==> src/rtl/demux_1_to_n_stream_pkg.sv <==
`default_nettype none
// ============================================================================
// Module      : demux_pkg
// Description : Shared constants and helpers for the 1-to-N stream demux.
//               Holds the default beat width and channel count, plus the
//               ceiling-log2 function used to size the channel select.
// Ports       : (package - none)
// Revision    : 1.0 - initial release
// ============================================================================
package demux_pkg;

    localparam int c_default_data_width = 8;
    localparam int c_default_num_ch     = 4;

    // Ceiling log2, with a minimum of 1 for any value >= 2.
    function automatic int clog2(input int value);
        int result;
        result = 0;
        for (int i = 0; i < 31; i++) begin
            if ((1 << i) < value) begin
                result = i + 1;
            end
        end
        return result;
    endfunction

endpackage
`default_nettype wire

==> src/rtl/demux_1_to_n_stream_if.sv <==
`default_nettype none
// ============================================================================
// Module      : demux_1_to_n_stream_if
// Description : Handshake bundle for the 1-to-N stream demux. One input
//               stream (data/select/valid/ready) fans out to NUM_CH
//               valid/ready output channels; error status rides alongside.
// Ports       : i_Data, i_Sel, i_Valid, o_Ready  - input stream
//               o_Data, o_Valid, i_Ready         - packed output channels
//               o_Sel_Err, o_Err_Count           - dropped-beat status
//               modport slave  : demux side
//               modport master : stream source / channel sinks side
// Revision    : 1.0 - initial release
// ============================================================================
interface demux_1_to_n_stream_if
    import demux_pkg::*;
#(
    parameter int DATA_WIDTH = c_default_data_width,
    parameter int NUM_CH     = c_default_num_ch,
    parameter int SEL_WIDTH  = clog2(NUM_CH)
);

    logic [DATA_WIDTH-1:0]        i_Data;
    logic [SEL_WIDTH-1:0]         i_Sel;
    logic                         i_Valid;
    logic                         o_Ready;
    logic [NUM_CH*DATA_WIDTH-1:0] o_Data;
    logic [NUM_CH-1:0]            o_Valid;
    logic [NUM_CH-1:0]            i_Ready;
    logic                         o_Sel_Err;
    logic [7:0]                   o_Err_Count;

    modport slave (
        input  i_Data, i_Sel, i_Valid, i_Ready,
        output o_Ready, o_Data, o_Valid, o_Sel_Err, o_Err_Count
    );

    modport master (
        output i_Data, i_Sel, i_Valid, i_Ready,
        input  o_Ready, o_Data, o_Valid, o_Sel_Err, o_Err_Count
    );

endinterface
`default_nettype wire

==> src/rtl/demux_1_to_n_stream_channel_reg.sv <==
`default_nettype none
// ============================================================================
// Module      : demux_channel_reg
// Description : One-entry valid/ready output register for a single demux
//               channel. A load always wins over a drain, so a simultaneous
//               drain-and-load replaces the data and keeps valid asserted.
//               A drain alone clears valid but leaves the data untouched.
// Ports       : clk, rst        - clock, synchronous active-high reset
//               i_load          - write i_load_data this edge
//               i_load_data     - beat to store
//               i_drain_ready   - downstream accepts the held beat
//               o_valid, o_data - held beat
// Revision    : 1.0 - initial release
// ============================================================================
module demux_channel_reg #(
    parameter int DATA_WIDTH = 8
) (
    input  wire logic                  clk,
    input  wire logic                  rst,
    input  wire logic                  i_load,
    input  wire logic [DATA_WIDTH-1:0] i_load_data,
    input  wire logic                  i_drain_ready,
    output logic                       o_valid,
    output logic [DATA_WIDTH-1:0]      o_data
);

    logic                  r_valid;
    logic [DATA_WIDTH-1:0] r_data;

    always_ff @(posedge clk) begin
        if (rst) begin
            r_valid <= 1'b0;
            r_data  <= '0;
        end else if (i_load) begin
            r_valid <= 1'b1;
            r_data  <= i_load_data;
        end else if (r_valid && i_drain_ready) begin
            r_valid <= 1'b0;
        end
    end

    assign o_valid = r_valid;
    assign o_data  = r_data;

endmodule
`default_nettype wire

==> src/rtl/demux_1_to_n_stream.sv <==
`default_nettype none
// ============================================================================
// Module      : demux_1_to_n_stream
// Description : Routes one valid/ready input stream to one of NUM_CH output
//               channels selected by i_Sel. Each channel has a one-entry
//               register, giving latency 1 and full per-channel throughput.
//               Beats addressed beyond the last channel are accepted and
//               dropped, flagged by a one-cycle o_Sel_Err pulse and counted
//               in a saturating 8-bit o_Err_Count.
// Ports       : i_Clk  - clock (rising edge)
//               i_Rst  - synchronous active-high reset
//               bus    - demux_1_to_n_stream_if.slave handshake bundle
// Revision    : 1.0 - initial release
// ============================================================================
module demux_1_to_n_stream
    import demux_pkg::*;
#(
    parameter int DATA_WIDTH = c_default_data_width,
    parameter int NUM_CH     = c_default_num_ch,
    parameter int SEL_WIDTH  = clog2(NUM_CH)
) (
    input wire logic             i_Clk,
    input wire logic             i_Rst,
    demux_1_to_n_stream_if.slave bus
);

    // One extra bit so the range check also works when NUM_CH is a power
    // of two (then it can never fire, which is the intended behaviour).
    localparam logic [SEL_WIDTH:0] c_num_ch_ext = NUM_CH[SEL_WIDTH:0];

    logic [SEL_WIDTH:0]           w_sel_ext;
    logic                         w_sel_oor;
    logic                         w_ch_free;
    logic                         w_ready;
    logic                         w_accept;
    logic                         w_drop;
    logic [NUM_CH-1:0]            w_load;
    wire  [NUM_CH-1:0]            w_valid;
    logic [DATA_WIDTH-1:0]        w_ch_data [NUM_CH];
    logic [NUM_CH*DATA_WIDTH-1:0] w_data_flat;

    logic       r_sel_err;
    logic [7:0] r_err_count;

    assign w_sel_ext = {1'b0, bus.i_Sel};
    assign w_sel_oor = (w_sel_ext >= c_num_ch_ext);

    // Selected channel can take a beat if empty or draining this cycle.
    always_comb begin
        w_ch_free = 1'b0;
        w_load    = '0;
        for (int k = 0; k < NUM_CH; k++) begin
            if (bus.i_Sel == SEL_WIDTH'(k)) begin
                w_ch_free = !w_valid[k] || bus.i_Ready[k];
                w_load[k] = w_accept && !w_sel_oor;
            end
        end
    end

    // Out-of-range beats are always accepted so they cannot stall the stream.
    assign w_ready  = !i_Rst && (w_sel_oor || w_ch_free);
    assign w_accept = bus.i_Valid && w_ready;
    assign w_drop   = w_accept && w_sel_oor;

    always_ff @(posedge i_Clk) begin
        if (i_Rst) begin
            r_sel_err   <= 1'b0;
            r_err_count <= 8'd0;
        end else begin
            r_sel_err <= w_drop;
            if (w_drop && (r_err_count != 8'hFF)) begin
                r_err_count <= r_err_count + 8'd1;
            end
        end
    end

    generate
        for (genvar k = 0; k < NUM_CH; k++) begin : g_channel
            demux_channel_reg #(
                .DATA_WIDTH (DATA_WIDTH)
            ) u_channel_reg (
                .clk           (i_Clk),
                .rst           (i_Rst),
                .i_load        (w_load[k]),
                .i_load_data   (bus.i_Data),
                .i_drain_ready (bus.i_Ready[k]),
                .o_valid       (w_valid[k]),
                .o_data        (w_ch_data[k])
            );
        end
    endgenerate

    always_comb begin
        w_data_flat = '0;
        for (int k = 0; k < NUM_CH; k++) begin
            w_data_flat[k*DATA_WIDTH +: DATA_WIDTH] = w_ch_data[k];
        end
    end

    assign bus.o_Ready     = w_ready;
    assign bus.o_Valid     = w_valid;
    assign bus.o_Data      = w_data_flat;
    assign bus.o_Sel_Err   = r_sel_err;
    assign bus.o_Err_Count = r_err_count;

endmodule
`default_nettype wire
==> src/flat_wrapper.sv <==
// flat-port wrapper written by rule: the top's interface ports become plain ports
module demux_1_to_n_stream_flat import demux_pkg::*;
#(
    parameter int DATA_WIDTH = c_default_data_width,
    parameter int NUM_CH     = c_default_num_ch,
    parameter int SEL_WIDTH  = clog2(NUM_CH)
)
  (i_Clk, i_Rst, bus_i_Data, bus_i_Sel, bus_i_Valid, bus_i_Ready, bus_o_Ready, bus_o_Data, bus_o_Valid, bus_o_Sel_Err, bus_o_Err_Count);
  demux_1_to_n_stream_if #(.DATA_WIDTH(DATA_WIDTH), .NUM_CH(NUM_CH), .SEL_WIDTH(SEL_WIDTH)) bus_i ();
  input wire logic i_Clk;
  input wire logic i_Rst;
  input wire logic [$bits(bus_i.i_Data)-1:0] bus_i_Data;
  input wire logic [$bits(bus_i.i_Sel)-1:0] bus_i_Sel;
  input wire logic [$bits(bus_i.i_Valid)-1:0] bus_i_Valid;
  input wire logic [$bits(bus_i.i_Ready)-1:0] bus_i_Ready;
  output wire logic [$bits(bus_i.o_Ready)-1:0] bus_o_Ready;
  output wire logic [$bits(bus_i.o_Data)-1:0] bus_o_Data;
  output wire logic [$bits(bus_i.o_Valid)-1:0] bus_o_Valid;
  output wire logic [$bits(bus_i.o_Sel_Err)-1:0] bus_o_Sel_Err;
  output wire logic [$bits(bus_i.o_Err_Count)-1:0] bus_o_Err_Count;
  assign bus_i.i_Data = bus_i_Data;
  assign bus_i.i_Sel = bus_i_Sel;
  assign bus_i.i_Valid = bus_i_Valid;
  assign bus_i.i_Ready = bus_i_Ready;
  assign bus_o_Ready = bus_i.o_Ready;
  assign bus_o_Data = bus_i.o_Data;
  assign bus_o_Valid = bus_i.o_Valid;
  assign bus_o_Sel_Err = bus_i.o_Sel_Err;
  assign bus_o_Err_Count = bus_i.o_Err_Count;
  demux_1_to_n_stream #(.DATA_WIDTH(DATA_WIDTH), .NUM_CH(NUM_CH), .SEL_WIDTH(SEL_WIDTH)) u_core (.i_Clk(i_Clk), .i_Rst(i_Rst), .bus(bus_i));
endmodule
==> config.mk <==
export PLATFORM = sky130hd
export DESIGN_NAME = demux_1_to_n_stream_flat
export DESIGN_NICKNAME = d
export VERILOG_FILES = /design/src/rtl/demux_1_to_n_stream_pkg.sv /design/src/rtl/demux_1_to_n_stream_if.sv /design/src/rtl/demux_1_to_n_stream_channel_reg.sv /design/src/rtl/demux_1_to_n_stream.sv /design/src/flat_wrapper.sv
export SDC_FILE = /design/constraint.sdc
export NUM_CORES = 1
export LEC_CHECK = 0
export BUFFER_PORTS_ARGS = -buffer_cell sky130_fd_sc_hd__buf_2
export CAP_MARGIN = 40
export CELL_PAD_IN_SITES_DETAIL_PLACEMENT = 2
export CELL_PAD_IN_SITES_GLOBAL_PLACEMENT = 2
export CORE_ASPECT_RATIO = 0.75
export CORE_UTILIZATION = 29
export CTS_CLUSTER_DIAMETER = 100
export DETAILED_ROUTE_END_ITERATION = 8
export PLACE_DENSITY_LB_ADDON = 0.1
export RECOVER_POWER = 100
export SLEW_MARGIN = 30
export SYNTH_ARGS = -nofsm -noshare
export SYNTH_HDL_FRONTEND = slang
export SYNTH_SLANG_ARGS = --single-unit
export TNS_END_PERCENT = 100
==> constraint.sdc <==
create_clock -name i_Clk -period 3.2 [get_ports i_Clk]
set_input_delay 0.32 -clock i_Clk [delete_from_list [all_inputs] [get_ports i_Clk]]
set_output_delay 0.32 -clock i_Clk [all_outputs]
set_load 0.02 [all_outputs]
==> metrics <==
result of the run=completed; Tot Pwr=0.909 mW; Fin Clk Skew=2.27 ps; synth top area cells=dfxtp_1 (44%), o311ai_0 (7.5%), o31ai_1 (7.3%), a21oi_1 (6.1%), nand4_1 (6.1%); htree depth=2; effective utilization at floorplan=30.5%; hold crit path type=in -> reg; critical path endpoint category=flip-flop; Max FO, Critical Path=26; layout net count=238; # IOs=63; Synth-to-Final Area Change=16.5%; cell taking the most area after synthesis=dfxtp_1; clock power share=36.8%; post-synthesis simple-gate area fraction=13.0%; Final Critical Period=2400 ps; Critical Path Start Type=input port; Die Width=88.8 um; setup_tns=0 ps; FF+latch count, synth=36; GPL Wtd Cong=0.678; global-route wire length before repair=8250 um; Worst-path clk slew=70 ps; total inserted antenna cells=0; cts repair resizes=0; leak pwr=0.665 nW; Final Hold Vio Count=0; FMAX=417 MHz; Clock Latency Late Sink=280 ps; layout cell share with drive strength beyond 1=13.5%; max-cap violations=0; Port Buf Inserts=53; DRC viols=0; largest net degree at the start of global routing=35; CTS Root Cell=clkbuf_8; CTS sink cnt=36; Synth Area in Compound Gates=27.8%; most frequent cells in the layout=clkbuf_1 (40), dfxtp_1 (36), a21oi_1 (20); syn avg cell area=9.06 sq um; mux cell area share after synthesis=1.37%; vias in the first global route=1,505; global route overflow=0; YS warnings=0; crit path kind=in -> reg; Die ar.=0.00596 sq mm; logic gate share of total power=11.8%; period utilisation layout=75.0%; placed cell areas=0.00187 sq mm; GRT Total Usage=18.5%; synth unique cells=26; FP Rows=23; Worst slew margin=13.5%; slew of the pin with the lowest slew margin=1290 ps; TritonCTS clock tree=built; DP HPWL=3790 um; Net Sw Frac=27.2%; via count=1,523; Fill cells=637; initial antenna violation count=0; RSZ-0062 raised after global routing=false; P per Cell Area=476 mW/mm^2; most common cell after layout, fill and taps aside=clkbuf_1; Hold-fix buffers, CTS=0; Seq/Total Area, Yosys=43.9%; Power Internal=0.662 mW; Max Root-Sink Buffers=2; adder-cell area share of the yosys netlist=0%; Data arrival, critical path=2590 ps; Critical Path RT=3400 ps; Post-CTS Setup Bufs=0; Slew Viols, Final=0; largest family of logic cells by synthesized area=compound AO/OA/AOI/OAI gates; post-synth top area share=43.9%; die span in y=67.1 um; Synth Instances=181; DRT Pass-1 Iters=4; synthesized cell area=0.00164 sq mm; post-route cell area=0.00191 sq mm; final setup fails=0; worst vdd rail ir drop=169 uV; Iter 0 DRT Violations=52; post-synthesis xor/xnor area fraction=0%; CTS Buf Count=5; register share of total power=51.4%; sw power=0.247 mW; Avg WL per Cell=17.6 um; Post-Route WL=5220 um; DR vias/cell=5.13; core area=0.00538 sq mm; Post-DRT Antenna Nets=0
-- Yosys cell counts --
library cell,n
nand3b_1,1
buf_1,4
nand3_2,1
o31ai_1,16
mux4_2,1
nand4_1,16
nand2b_1,4
nor2b_1,4
buf_2,2
buf_6,2
o21ai_0,13
conb_1,1
buf_4,13
a21oi_1,20
clkbuf_1,11
nand3_1,1
nor2_1,3
nor3b_2,1
o311ai_2,2
o21ai_1,3
o311ai_0,14
inv_2,1
or3b_1,1
dfxtp_1,36
inv_1,9
and3b_1,1
-- per-stage QoR --
step / hold WS (ps) / util (%) / cells / setup slack [ps]
floorplan: 466 / - / 189 / 1470
global placement: 457 / 34.8 / 289 / 1300
detailed placement: 466 / 34.8 / 289 / 1220
CTS: 319 / 36.5 / 297 / 1050
global route: 327 / 35.5 / 297 / 523
finish: 328 / 35.5 / 297 / 801
-- worst paths after layout --
check             depth (start not counted)                                                       end  slack (ps)                                                startpoint
setup / recovery                          4  u_core.g_channel[0].u_channel_reg.o_data[2]$_SDFFE_PP0P_         800                                                     i_Rst
hold / removal                            3  u_core.g_channel[3].u_channel_reg.o_data[1]$_SDFFE_PP0P_         330                                             bus_i_Data[1]
setup reg to reg                          3  u_core.g_channel[3].u_channel_reg.o_data[3]$_SDFFE_PP0P_        1850    u_core.g_channel[3].u_channel_reg.o_valid$_SDFFE_PP0P_
hold reg to reg                           2  u_core.g_channel[3].u_channel_reg.o_data[5]$_SDFFE_PP0P_         470  u_core.g_channel[3].u_channel_reg.o_data[5]$_SDFFE_PP0P_
-- power by group through the flow --
| stage | Clock (mW) | Sequential (mW) | Combinational, mW |
|---|---|---|---|
| 2_1_floorplan | 0 | 0.491 | 0.0664 |
| 3_3_place_gp | 0 | 0.477 | 0.109 |
| 3_5_place_dp | 0 | 0.477 | 0.111 |
| 4_1_cts | 0.346 | 0.467 | 0.112 |
| 5_1_grt | 0.362 | 0.469 | 0.117 |
| 6_report | 0.335 | 0.467 | 0.107 |
-- metal layers --
metal	vias to the layer above	wire (um)	GRT usage, %
met2	36	2390	28.9
met4	0	22	3.63
met5	-	0	0
li1	732	-	-
met3	4	253	4.16
met1	751	2560	26.3
-- cell families (layout without fill, tap and decap cells) --
family / Yosys count / in the layout
AOI/OAI and AO/OA: 68 / 68
buffers and inverters: 42 / 75
DFF: 36 / 36
and+or+nand+nor: 33 / 33
other: 1 / 9
muxes: 1 / 1
-- critical path, stage by stage --
cell and delay, ps:
clkbuf_1 430, nor3b_1 1190, nand3_2 370, o21ai_0 270
-- sequential cells by signal, indices dropped and copies added (netlist names) --
register and count:
u_core.g_channel.u_channel_reg.o_data 32, u_core.g_channel.u_channel_reg.o_valid 4
-- cell type report --
class / count / area [sq um] / share of cell area (%)
timing repair buffer: 57 / 248 / 13.0
inverter: 10 / 37.5 / 1.96
tap: 75 / 93.8 / 4.91
multi-input combinational: 111 / 721 / 37.7
sequential: 36 / 721 / 37.7
clock buffer: 8 / 90.1 / 4.72
No activity file was read; power rests on OpenSTA's default activity.
